`config.mk`:
```
export PLATFORM = sky130hd
export DESIGN_NAME = sram_unit_access_ctrl
export DESIGN_NICKNAME = d
export VERILOG_FILES = /design/src/rtl/sram_unit_access_ctrl_pkg.sv /design/src/rtl/sram_unit_access_ctrl_lane_mask.sv /design/src/rtl/sram_unit_access_ctrl.sv
export SDC_FILE = /design/constraint.sdc
export NUM_CORES = 1
export LEC_CHECK = 0
export ABC_AREA = 1
export CELL_PAD_IN_SITES_DETAIL_PLACEMENT = 0
export CELL_PAD_IN_SITES_GLOBAL_PLACEMENT = 1
export CORE_MARGIN = 5
export CORE_UTILIZATION = 34
export CTS_CLUSTER_DIAMETER = 80
export DETAILED_ROUTE_END_ITERATION = 8
export PLACE_DENSITY_LB_ADDON = 0.1
export SYNTH_ARGS = -nofsm -noshare
export SYNTH_HDL_FRONTEND = slang
export SYNTH_HIERARCHICAL = 1
export SYNTH_SLANG_ARGS = --single-unit
```
`constraint.sdc`:
```
create_clock -name clk -period 1.9 [get_ports clk]
set_clock_uncertainty 0.15 [all_clocks]
set_input_delay 0.19 -clock clk [delete_from_list [all_inputs] [get_ports clk]]
set_output_delay 0.19 -clock clk [all_outputs]
set_load 0.02 [all_outputs]
```
`src/rtl/sram_unit_access_ctrl_pkg.sv`:
```
// Shared definitions for the SRAM sub-word access controller: size codes, FSM states,
// shifter select ordering. Optional build macro: SRAM_ACC_ERR_EN (misaligned requests rejected).
package sram_unit_access_ctrl_pkg;

  typedef enum logic [1:0] {
    SZ_1 = 2'd0,
    SZ_2 = 2'd1,
    SZ_4 = 2'd2,
    SZ_8 = 2'd3
  } size_e;

  typedef enum logic [1:0] {
    ST_IDLE  = 2'd0,
    ST_ISSUE = 2'd1,
    ST_WAIT  = 2'd2,
    ST_RESP  = 2'd3
  } state_e;

  // Shifter select vector is packed {c8,c4,c2,c1}
  localparam int unsigned SEL_C1 = 0;
  localparam int unsigned SEL_C2 = 1;
  localparam int unsigned SEL_C4 = 2;
  localparam int unsigned SEL_C8 = 3;

`ifdef SRAM_ACC_ERR_EN
  localparam bit ERR_EN = 1'b1;
`else
  localparam bit ERR_EN = 1'b0;
`endif

  function automatic logic [7:0] width_mask(input size_e size);
    case (size)
      SZ_1:    return 8'h01;
      SZ_2:    return 8'h03;
      SZ_4:    return 8'h0F;
      default: return 8'hFF;
    endcase
  endfunction

  // Offset bits that survive alignment to the access width
  function automatic logic [2:0] align_keep(input size_e size);
    case (size)
      SZ_1:    return 3'b111;
      SZ_2:    return 3'b110;
      SZ_4:    return 3'b100;
      default: return 3'b000;
    endcase
  endfunction

endpackage

```
`src/rtl/sram_unit_access_ctrl_lane_mask.sv`:
```
// Combinational lane decoder: size/offset -> one-hot shifter selects, aligned offset,
// 8-bit lane mask and misalignment flag.
module sram_unit_lane_mask
  import sram_unit_access_ctrl_pkg::*;
(
  input  logic [1:0] size,
  input  logic [2:0] off,
  output logic [3:0] sel,
  output logic [2:0] off_al,
  output logic [7:0] mask,
  output logic       misalign
);

  size_e sz;

  always_comb begin
    sz       = size_e'(size);
    sel      = 4'b0001 << size;
    off_al   = off & align_keep(sz);
    mask     = width_mask(sz) << off_al;
    // A full-word access ignores the offset entirely, so it is never misaligned
    misalign = (sz != SZ_8) && ((off & ~align_keep(sz)) != 3'b000);
  end

endmodule

```
`src/rtl/sram_unit_access_ctrl.sv`:
```
// Sub-word read/write controller in front of an 8-bit SRAM macro and its input shifter.
// Optional build macro: SRAM_ACC_ERR_EN (misaligned requests answered with rsp_err, no access).
module sram_unit_access_ctrl
  import sram_unit_access_ctrl_pkg::*;
#(
  parameter int unsigned ADDR_W = 8,
  parameter int unsigned RD_LAT = 1
) (
  input  logic              clk,
  input  logic              rst_n,
  input  logic              req_valid,
  output logic              req_ready,
  input  logic              req_we,
  input  logic [1:0]        req_size,
  input  logic [ADDR_W-1:0] req_addr,
  input  logic [2:0]        req_off,
  input  logic [7:0]        req_wdata,
  output logic [7:0]        sh_d_in,
  output logic              sh_c8,
  output logic              sh_c4,
  output logic              sh_c2,
  output logic              sh_c1,
  output logic              sram_en,
  output logic              sram_we,
  output logic [ADDR_W-1:0] sram_addr,
  output logic [7:0]        sram_wmask,
  input  logic [7:0]        sram_dout,
  output logic              rsp_valid,
  input  logic              rsp_ready,
  output logic [7:0]        rsp_data,
  output logic              rsp_err
);

  localparam logic [2:0] LAT = 3'(RD_LAT);

  state_e     state;
  logic       we_q;
  size_e      size_q;
  logic [2:0] off_q;
  logic [2:0] lat_cnt;
  logic [3:0] sh_sel;

  logic [3:0] lm_sel;
  logic [2:0] lm_off_al;
  logic [7:0] lm_mask;
  logic       lm_misalign;

  sram_unit_lane_mask u_lane_mask (
    .size     (req_size),
    .off      (req_off),
    .sel      (lm_sel),
    .off_al   (lm_off_al),
    .mask     (lm_mask),
    .misalign (lm_misalign)
  );

  assign sh_c8 = sh_sel[SEL_C8];
  assign sh_c4 = sh_sel[SEL_C4];
  assign sh_c2 = sh_sel[SEL_C2];
  assign sh_c1 = sh_sel[SEL_C1];

  // SRAM strobe and shifter selects are loaded on the accept edge so they are
  // registered outputs valid exactly for the ISSUE cycle.
  always_ff @(posedge clk or negedge rst_n) begin
    if (!rst_n) begin
      state      <= ST_IDLE;
      req_ready  <= 1'b1;
      rsp_valid  <= 1'b0;
      rsp_data   <= '0;
      sram_en    <= 1'b0;
      sram_we    <= 1'b0;
      sram_addr  <= '0;
      sram_wmask <= '0;
      sh_d_in    <= '0;
      sh_sel     <= '0;
      we_q       <= 1'b0;
      size_q     <= SZ_1;
      off_q      <= '0;
      lat_cnt    <= '0;
    end else begin
      case (state)
        ST_IDLE: begin
          if (req_valid) begin
            req_ready <= 1'b0;
            we_q      <= req_we;
            size_q    <= size_e'(req_size);
            off_q     <= lm_off_al;
            sram_addr <= req_addr;
            sh_d_in   <= req_wdata;
            rsp_data  <= '0;
            if (ERR_EN && lm_misalign) begin
              state     <= ST_RESP;
              rsp_valid <= 1'b1;
            end else begin
              state      <= ST_ISSUE;
              sram_en    <= 1'b1;
              sram_we    <= req_we;
              sram_wmask <= req_we ? lm_mask : 8'h00;
              sh_sel     <= lm_sel;
            end
          end
        end
        ST_ISSUE: begin
          sram_en    <= 1'b0;
          sram_we    <= 1'b0;
          sram_wmask <= '0;
          sh_sel     <= '0;
          if (we_q) begin
            state     <= ST_RESP;
            rsp_valid <= 1'b1;
          end else begin
            state   <= ST_WAIT;
            lat_cnt <= 3'd1;
          end
        end
        ST_WAIT: begin
          if (lat_cnt == LAT) begin
            state     <= ST_RESP;
            rsp_valid <= 1'b1;
            rsp_data  <= (sram_dout >> off_q) & width_mask(size_q);
            lat_cnt   <= '0;
          end else begin
            lat_cnt <= lat_cnt + 3'd1;
          end
        end
        ST_RESP: begin
          if (rsp_ready) begin
            state     <= ST_IDLE;
            rsp_valid <= 1'b0;
            req_ready <= 1'b1;
          end
        end
        default: state <= ST_IDLE;
      endcase
    end
  end

`ifdef SRAM_ACC_ERR_EN
  logic err_q;

  always_ff @(posedge clk or negedge rst_n) begin
    if (!rst_n)
      err_q <= 1'b0;
    else if (state == ST_IDLE && req_valid)
      err_q <= lm_misalign;
  end

  assign rsp_err = err_q;
`else
  assign rsp_err = 1'b0;
`endif

endmodule

```
==> results.ini <==
[floorplan]
die_y_um=97.18
dieArea_um2=9443
ioPinCount=75
core_area_um2=7331
initial_utilization_pct=35.24
rows=31
fp.dieW_um=97.18

[critical_path]
cp.buffers_inverters=1
rr_worst_depth=9
critPathMaxStageDelay_ns=0.60
cp_slowest_cell=clkdlybuf4s50_1
cp-start-kind=flip-flop
critical_path_class=reg2out
cp.arrival_ns=1.42
path_depth=1
required_ns=1.56
crit_fanout=2
end_kind=output port
worstPathCellList=clkdlybuf4s50_1
crit_family=buffers and inverters

[cells_and_area]
n_antenna_cell=0
final_common_cell=nand2_1
area_growth_syn_to_layout_pct=37.38
stdcell_area_um2=3550
drive_above_1_share_pct=9.732
finalNetCount=449
multi_input_area_um2=1060
fillers=721
layout_common_cells=nand2_1 (121), clkdlybuf4s50_1 (72), dfrtp_1 (50)
seq_area_um2=1277

[route]
vias=2257
viasPerCell=4.425
routedWlPerCell_um=12.20
drc=0
first_iter_violations=58
dr.pass1.iters=4
drt-total-wl_um=6221
antenna_left=0

[global_route]
gr-total-overflow=0
antenna_found_initial=0
met3_usage_pct=3.661
grt_pass1_wl_um=10660
grt_max_degree=35
grt.met2_usage_pct=22.13
grt_pass1_vias=2259
grt_usage_pct=13.40
grt-busiest-layer=met2
met1_usage_pct=17.53

[yosys]
yosysWarnings=6
postSynthCellCount=332
syn_nets=371
synth_area_um2=2584
avgSynthCellArea_um2=7.782

[clocking]
cts.sinks=51
cts_root_buf=clkbuf_8
numCtsBuffers=5
cts.clk_slew.worst_paths_ns=0.11
clockBufferDepth=2
cts_tree=done
h-tree-depth=2
clk_latency_ns=0.29
postCtsSetupRepairBufs=0
cts-resized-gates=0

[timing]
fin_tns_setup_ns=0
setup_viol=0
finalHoldViolations=0
fmax_mhz=566.7
worst_pin_slew_ns=0.5463
slew_headroom_pct=63.30
min_period_ns=1.765
finalCritPeriodShare_pct=92.88
layout_setup_ws_ns=0.1353
rsz0062_at_grt=false
drv_slew=0

[placed_design]
place_area_um2=3441
port_buffers=73
detailed_place_hpwl_um=4664
gp_congestion=0.8133
pre_cts_ws_ns=0.2323

[power_and_ir_drop]
p_comb_share_pct=52.1
swShare_pct=42.78
intPower_mw=2.917
power_switching_mw=2.181
irDropWorstVdd_uv=780.0
p_leak_nw=1.775
seqPwrFrac_pct=34.8
clkPwrFrac_pct=13.1
powerDensity_nw_per_um2=1436

[flow_run]
maxCapViolCount=0

[status]
status=finished, final reports clean

[hold_path]
worstHoldPathType=in2async

==> metrics by stage <==
step | hold WS, ns | power (mW) | instances | utilization (%)
floorplan | -0.2556 | 3.406 | 332 | -
global placement | 0.01405 | 4.474 | 501 | 46.94
detailed placement | 0.008820 | 4.488 | 501 | 46.94
CTS | 0.2096 | 5.172 | 510 | 48.42
global route | 0.2383 | 5.533 | 510 | 48.42
finish | 0.1977 | 5.099 | 510 | 48.42
==> cell type report <==
class | instances | area share, %
inverters | 50 | 5.393
repair buffers | 79 | 22.49
flip-flops and latches | 51 | 35.99
well taps | 99 | 3.490
multi-input cells | 223 | 29.86
clock buffers | 6 | 2.326
clock inverters | 2 | 0.4582
==> final timing paths <==
| check | from | slack (ns) | end |
|---|---|---|---|
| max in group asynchronous | rst_n | 0.80 | req_ready |
| hold reg to reg | sh_d_in[0] | 0.34 | sh_d_in[0] |
| hold / removal | rst_n | 0.20 | sram_addr[0] |
| setup / recovery | req_ready | 0.14 | req_ready |
| min in group clk | req_wdata[5] | 0.26 | sh_d_in[5] |
| setup reg to reg | state[0] | 0.24 | rsp_data[7] |
==> flip-flops by register name (all words and copies together) (netlist names) <==
| name | flops |
|---|---|
| lat_cnt | 3 |
| rsp_data | 8 |
| off_q | 3 |
| sram_en | 1 |
| state | 2 |
| sram_we | 1 |
| sh_sel | 4 |
| sh_d_in | 8 |
| req_ready | 1 |
| sram_addr | 8 |
| size_q | 2 |
| sram_wmask | 8 |
| rsp_valid | 1 |
| we_q | 1 |
==> power groups by stage <==
stage	clock, mW	sequential (mW)	combinational (mW)
floorplan	0	2.11	1.30
finish	0.668	1.77	2.66
detailed placement	0	1.80	2.69
CTS	0.689	1.78	2.71
global route	0.744	1.83	2.95
global placement	0	1.79	2.68
==> timing repair <==
item	4_1_cts	5_1_grt
hold buffers	1	0
hold endpoints to repair	17	0
endpoints found under the setup margin	0	0
==> worst register-to-register path, cell delays in order, from the launching register on <==
cell,delay (ns)
dfrtp_1,0.41
inv_1,0.13
ha_1,0.32
inv_1,0.10
nor2_1,0.12
nor2_2,0.07
nand3_2,0.09
inv_2,0.07
nand3_1,0.07
nand2_1,0.05
==> layer usage <==
metal | share of wire [%] | wire length, um
met3 | 4.8 | 296
met4 | 0.50 | 31
met5 | 0 | 0
met1 | 48 | 3003
met2 | 46 | 2889
Note: power is estimated with default switching activity, not from simulation.
